[config.mk]
export PLATFORM = sky130hd
export DESIGN_NAME = multicycle_controller
export DESIGN_NICKNAME = d
export VERILOG_FILES = /design/src/rtl/mips_pkg.sv /design/src/rtl/multicycle_controller_alu_decoder.sv /design/src/rtl/multicycle_controller.sv
export SDC_FILE = /design/constraint.sdc
export NUM_CORES = 1
export LEC_CHECK = 0
export BUFFER_PORTS_ARGS = -buffer_cell sky130_fd_sc_hd__buf_2
export CORE_MARGIN = 4
export CORE_UTILIZATION = 53
export DETAILED_ROUTE_END_ITERATION = 10
export PLACE_DENSITY = 0.79
export SLEW_MARGIN = 20
export SYNTH_ARGS = -nofsm -noshare
export SYNTH_HDL_FRONTEND = slang
export SYNTH_SLANG_ARGS = --single-unit
[constraint.sdc]
create_clock -name clock -period 2.15 [get_ports clock]
set_input_delay 0.215 -clock clock [delete_from_list [all_inputs] [get_ports clock]]
set_output_delay 0.215 -clock clock [all_outputs]
set_load 0.05 [all_outputs]
[src/rtl/mips_pkg.sv]
// Shared encodings for the multicycle MIPS controller: opcodes, funct codes,
// ALU and mux select encodings, and the controller state enum.
package mips_pkg;

   localparam logic [5:0] OP_RTYPE = 6'b000000;
   localparam logic [5:0] OP_LW    = 6'b100011;
   localparam logic [5:0] OP_SW    = 6'b101011;
   localparam logic [5:0] OP_BEQ   = 6'b000100;
   localparam logic [5:0] OP_ADDI  = 6'b001000;
   localparam logic [5:0] OP_J     = 6'b000010;

   localparam logic [5:0] FN_ADD = 6'b100000;
   localparam logic [5:0] FN_SUB = 6'b100010;
   localparam logic [5:0] FN_AND = 6'b100100;
   localparam logic [5:0] FN_OR  = 6'b100101;
   localparam logic [5:0] FN_SLT = 6'b101010;

   localparam logic [2:0] ALU_ADD = 3'b010;
   localparam logic [2:0] ALU_SUB = 3'b110;
   localparam logic [2:0] ALU_AND = 3'b000;
   localparam logic [2:0] ALU_OR  = 3'b001;
   localparam logic [2:0] ALU_SLT = 3'b111;

   localparam logic [1:0] ALUOP_ADD   = 2'b00;
   localparam logic [1:0] ALUOP_SUB   = 2'b01;
   localparam logic [1:0] ALUOP_FUNCT = 2'b10;

   localparam logic [1:0] PCSRC_ALURESULT = 2'b00;
   localparam logic [1:0] PCSRC_ALUOUT    = 2'b01;
   localparam logic [1:0] PCSRC_JUMP      = 2'b10;

   localparam logic [1:0] SRCB_REGB   = 2'b00;
   localparam logic [1:0] SRCB_FOUR   = 2'b01;
   localparam logic [1:0] SRCB_IMM    = 2'b10;
   localparam logic [1:0] SRCB_IMM_SH = 2'b11;

   typedef enum logic [3:0] {
      S_START, S_FETCH, S_DECODE, S_MEMADR, S_MEMREAD, S_MEMWB, S_MEMWRITE,
      S_EXECUTE, S_ALUWB, S_ADDIEX, S_ADDIWB, S_BRANCH, S_JUMP, S_TRAP
   } state_t;

endpackage

[src/rtl/multicycle_controller_alu_decoder.sv]
// Maps the controller's ALU operation class plus the R-type funct field to
// the 3-bit ALU control code, and flags funct codes the ALU cannot execute.
module alu_decoder
   import mips_pkg::*;
(
   input  logic [1:0] alu_op,
   input  logic [5:0] funct,
   output logic [2:0] alu_control,
   output logic       funct_valid
);

   logic [2:0] funct_ctl;

   always_comb begin
      funct_valid = 1'b1;
      funct_ctl   = ALU_ADD;
      case (funct)
         FN_ADD:  funct_ctl = ALU_ADD;
         FN_SUB:  funct_ctl = ALU_SUB;
         FN_AND:  funct_ctl = ALU_AND;
         FN_OR:   funct_ctl = ALU_OR;
         FN_SLT:  funct_ctl = ALU_SLT;
         default: funct_valid = 1'b0;
      endcase

      case (alu_op)
         ALUOP_SUB:   alu_control = ALU_SUB;
         ALUOP_FUNCT: alu_control = funct_ctl;
         default:     alu_control = ALU_ADD;
      endcase
   end

endmodule

[src/rtl/multicycle_controller.sv]
// Multicycle MIPS controller: sequences the shared ALU/memory datapath, stalls
// on memReady, traps on unsupported instructions and counts retired ones.
module multicycle_controller
   import mips_pkg::*;
#(
   parameter int RETIRED_W = 32
) (
   input  logic                 clock,
   input  logic                 reset_n,
   input  logic [5:0]           opcode,
   input  logic [5:0]           funct,
   input  logic                 zero,
   input  logic                 memReady,
   output logic                 memReq,
   output logic                 iOrD,
   output logic                 irWrite,
   output logic                 memWrite,
   output logic                 pcWrite,
   output logic [1:0]           pcSrc,
   output logic                 aluSrcA,
   output logic [1:0]           aluSrcB,
   output logic [2:0]           aluControl,
   output logic                 regDst,
   output logic                 memToReg,
   output logic                 regWrite,
   output logic                 illegal,
   output logic [RETIRED_W-1:0] retired
);

   state_t     state, state_nxt;
   logic [1:0] alu_op_nxt;
   logic [2:0] alu_ctl_nxt;
   logic       funct_ok;
   logic       in_fetch, in_branch, in_jump;
   logic       retire;

   alu_decoder u_alu_decoder (
      .alu_op      (alu_op_nxt),
      .funct       (funct),
      .alu_control (alu_ctl_nxt),
      .funct_valid (funct_ok)
   );

   always_comb begin
      state_nxt = state;
      case (state)
         S_START:    state_nxt = S_FETCH;
         S_FETCH:    state_nxt = memReady ? S_DECODE : S_FETCH;
         S_DECODE: begin
            case (opcode)
               OP_LW, OP_SW: state_nxt = S_MEMADR;
               OP_RTYPE:     state_nxt = funct_ok ? S_EXECUTE : S_TRAP;
               OP_ADDI:      state_nxt = S_ADDIEX;
               OP_BEQ:       state_nxt = S_BRANCH;
               OP_J:         state_nxt = S_JUMP;
               default:      state_nxt = S_TRAP;
            endcase
         end
         S_MEMADR:   state_nxt = (opcode == OP_LW) ? S_MEMREAD : S_MEMWRITE;
         S_MEMREAD:  state_nxt = memReady ? S_MEMWB : S_MEMREAD;
         S_MEMWRITE: state_nxt = memReady ? S_FETCH : S_MEMWRITE;
         S_EXECUTE:  state_nxt = S_ALUWB;
         S_ADDIEX:   state_nxt = S_ADDIWB;
         S_TRAP:     state_nxt = S_TRAP;
         default:    state_nxt = S_FETCH;
      endcase

      alu_op_nxt = ALUOP_ADD;
      if (state_nxt == S_EXECUTE)
         alu_op_nxt = ALUOP_FUNCT;
      else if (state_nxt == S_BRANCH)
         alu_op_nxt = ALUOP_SUB;

      retire = (state == S_MEMWB) || (state == S_ALUWB) || (state == S_ADDIWB) ||
               (state == S_BRANCH) || (state == S_JUMP) ||
               ((state == S_MEMWRITE) && memReady);
   end

   // Outputs are registered against the state being entered; only the
   // memReady-qualified fetch loads and the zero-qualified branch stay Mealy.
   always_ff @(posedge clock or negedge reset_n) begin
      if (!reset_n) begin
         state      <= S_START;
         memReq     <= 1'b0;
         iOrD       <= 1'b0;
         memWrite   <= 1'b0;
         pcSrc      <= 2'b00;
         aluSrcA    <= 1'b0;
         aluSrcB    <= 2'b00;
         aluControl <= 3'b000;
         regDst     <= 1'b0;
         memToReg   <= 1'b0;
         regWrite   <= 1'b0;
         in_fetch   <= 1'b0;
         in_branch  <= 1'b0;
         in_jump    <= 1'b0;
         illegal    <= 1'b0;
         retired    <= '0;
      end else begin
         state      <= state_nxt;
         memReq     <= 1'b0;
         iOrD       <= 1'b0;
         memWrite   <= 1'b0;
         pcSrc      <= PCSRC_ALURESULT;
         aluSrcA    <= 1'b0;
         aluSrcB    <= SRCB_REGB;
         aluControl <= 3'b000;
         regDst     <= 1'b0;
         memToReg   <= 1'b0;
         regWrite   <= 1'b0;
         in_fetch   <= 1'b0;
         in_branch  <= 1'b0;
         in_jump    <= 1'b0;
         case (state_nxt)
            S_FETCH: begin
               memReq     <= 1'b1;
               aluSrcB    <= SRCB_FOUR;
               aluControl <= alu_ctl_nxt;
               in_fetch   <= 1'b1;
            end
            S_DECODE: begin
               aluSrcB    <= SRCB_IMM_SH;
               aluControl <= alu_ctl_nxt;
            end
            S_MEMADR, S_ADDIEX: begin
               aluSrcA    <= 1'b1;
               aluSrcB    <= SRCB_IMM;
               aluControl <= alu_ctl_nxt;
            end
            S_MEMREAD: begin
               memReq <= 1'b1;
               iOrD   <= 1'b1;
            end
            S_MEMWRITE: begin
               memReq   <= 1'b1;
               iOrD     <= 1'b1;
               memWrite <= 1'b1;
            end
            S_MEMWB: begin
               regWrite <= 1'b1;
               memToReg <= 1'b1;
            end
            S_EXECUTE, S_BRANCH: begin
               aluSrcA    <= 1'b1;
               aluControl <= alu_ctl_nxt;
               in_branch  <= (state_nxt == S_BRANCH);
               pcSrc      <= (state_nxt == S_BRANCH) ? PCSRC_ALUOUT : PCSRC_ALURESULT;
            end
            S_ALUWB: begin
               regWrite <= 1'b1;
               regDst   <= 1'b1;
            end
            S_ADDIWB: regWrite <= 1'b1;
            S_JUMP: begin
               pcSrc   <= PCSRC_JUMP;
               in_jump <= 1'b1;
            end
            default: ;
         endcase
         illegal <= illegal | (state_nxt == S_TRAP);
         if (retire)
            retired <= retired + RETIRED_W'(1);
      end
   end

   assign irWrite = in_fetch & memReady;
   assign pcWrite = (in_fetch & memReady) | (in_branch & zero) | in_jump;

endmodule
==> metrics.txt <==
sequential cell area=approximately 1300 um2; Row Count=25; Crit Path Category=flip-flop to flip-flop; Final Cycle Share=0.931; area occupied by multi-input gates=~1200 um2; count leader, synth=dfrtp_1; pre-CTS WS=just under 90 ps; Via Count=roughly 2,000; Leak Pwr=approximately 1.6 nW; layout cells sized above 1=0.351; crit start category=flip-flop; Core Area=4790 um2; Async SR Flop Fraction=1.00; # fillers=around 400; number of diodes=0; Synth top cells by count=dfrtp_1, xnor2_1, nand2_1; Slew Limit Fails=0; Tmin final=around 2000 ps; Synth area leaders=dfrtp_1, xnor2_1, nor4_2; fin worst setup slack=between 100 and 150 ps; Clock Sinks=53; max_cap viols=0; hold crit path type=input pin to flip-flop; Pre-antenna DRT Iters=4; EDFF count, synth=0; Nets=324; worst endpoint required time=2380 ps; drt drc=0; Placed Area=around 3000 um2; clk_lat worst skew=between 300 and 400 ps; CTS H-tree depth=2; clk root buf=clkbuf_8; Final Core Density=0.667; synthesis-to-finish area growth=20.3%; fin area=about 3200 um2; CTS Buffer Depth=2; drt via density=approximately 5.4; Hold WS=between 200 and 300 ps; fmax=499 MHz; RSZ-0062 raised after global routing=true; Die H=slightly below 80 um; Initial Util=0.555; syn_area_per_cell=around 11 um2; Total Wirelength=roughly 5.4 mm; Post-Syn Instances=about 240; first-pass GRT wire length=about 8.9 mm; TritonCTS buffer count=5; port buffer count=64; status=completed; Yosys reg bits=53; Ys Warns=0; WP data arrival=about 2200 ps; Iter 0 DRT Violations=147; Clock Skews=between 10 and 15 ps; post-synthesis cell type count=54; initial antenna violation count=0; pwr/cell area=between 1000 and 1500 nW/um2; Routed wire per std cell=roughly 14 um; Boundary Pins=65; number of global-route vias before repair=~1,800; top_reg_cell synth=dfrtp_1; Mapped Area=2660 um2; cell taking the most area after synthesis=dfrtp_1; global route overflow=0; TNS Setup=0 ps; Die Wd=just under 80 um; CTS tree=built; Overall Global Routing Usage=0.183; Worst slew margin=0.604; Final Hold Viols=0; antenna viol nets, final=0; setup violators final=0; dpl hpwl=4.09 mm; Reg clk slew, reported paths=roughly 90 ps; sequential element share of the synthesized area=0.500; largest net degree at the start of global routing=28; GPL Wtd Cong=0.807; die area=around 6200 um2; CP Capture Type=flip-flop; maximum VDD drop=~0.00054 V; Mapped Nets=~250; worst-path fanout max=11; post-synth top area share=0.500; Slew @ Worst Pin=a little under 600 ps
## placed cells by master, fill, tap and decap left out, types with 3 or more instances in the layout
cell	count
dfrtp_2	4
inv_1	7
nor2b_1	9
nand4_4	3
a21oi_1	4
o21ai_0	4
a22oi_1	4
and2b_1	3
nor4_2	9
nor3_2	3
clkbuf_8	5
nand2b_1	3
nand3_1	13
xnor2_1	20
nand2_1	17
xor2_1	12
nor2_1	11
nor3_1	3
buf_2	64
buf_4	6
and3_1	4
and4_1	3
nand4_1	5
dfrtp_1	49
nor4b_1	3
## metrics by stage
stage               power [W]  instances
floorplan             0.00249        236
global placement      0.00281        364
detailed placement    0.00284        364
CTS                   0.00351        373
global route          0.00377        375
finish                0.00354        375
## logic make-up (layout without fill, tap and decap cells)
group	Yosys count	after routing	synth area share
mux	2	2	0.00848
flops	53	53	0.500
buf+inv	15	87	0.0311
fa+ha+maj	1	1	0.00471
xor+xnor	32	32	0.106
simple gates	107	107	0.279
compound gates	26	26	0.0716
## critical path, cell delays in order (launching register included)
cell,delay [ps]
dfrtp_2,450
nor2b_2,190
a31oi_1,140
o21ai_4,280
buf_12,150
nand4_4,200
nor4_2,360
xor2_1,170
## metal layers
layer  part of all wire  global-route usage
met5                  0                   0
met4              0.020              0.0787
met3              0.057              0.0306
met2               0.48               0.303
met1               0.44               0.237
## final timing paths
| path | from | end | slack, ps | cells after the start |
|---|---|---|---|---|
| hold / removal | funct[0] | aluControl[2] | 260 | 4 |
| setup / recovery | state[1] | retired[30] | 150 | 7 |
| max in group asynchronous | reset_n | aluSrcB[0] | 1250 | 3 |
| min in group asynchronous | reset_n | retired[8] | 290 | 2 |
| setup reg to reg | state[1] | retired[30] | 150 | 7 |
| hold reg to reg | retired[31] | retired[31] | 480 | 1 |
## where the power goes
group	internal, W	leakage [nW]	switching [W]
combinational	0.000496	0.823	0.00103
clock	0.000350	0.0554	0.000316
sequential	0.00118	0.678	0.000172
total	0.00203	1.56	0.00152
## flip-flops by register name (all words and copies together) (netlist names)
register,flops
aluControl,3
memWrite,1
regWrite,1
state,4
in_jump,1
pcSrc,2
aluSrcA,1
aluSrcB,2
retired,32
in_fetch,1
regDst,1
memReq,1
iOrD,1
memToReg,1
illegal,1
## final cells by class
class,instances,share of cell area
inverter,7,0.00823
timing repair buffer,72,0.124
clock buffer,6,0.0227
tap,67,0.0262
multi-input combinational,168,0.390
sequential,53,0.417
clock inverter,2,0.0121
## what timing repair did
action,in CTS,in global routing
gates resized for setup,0,2
buffers inserted,0,2
hold buffers,1,0
endpoints found under the hold margin,9,0
setup endpoints to repair,0,8
No activity file was read; power rests on OpenSTA's default activity.
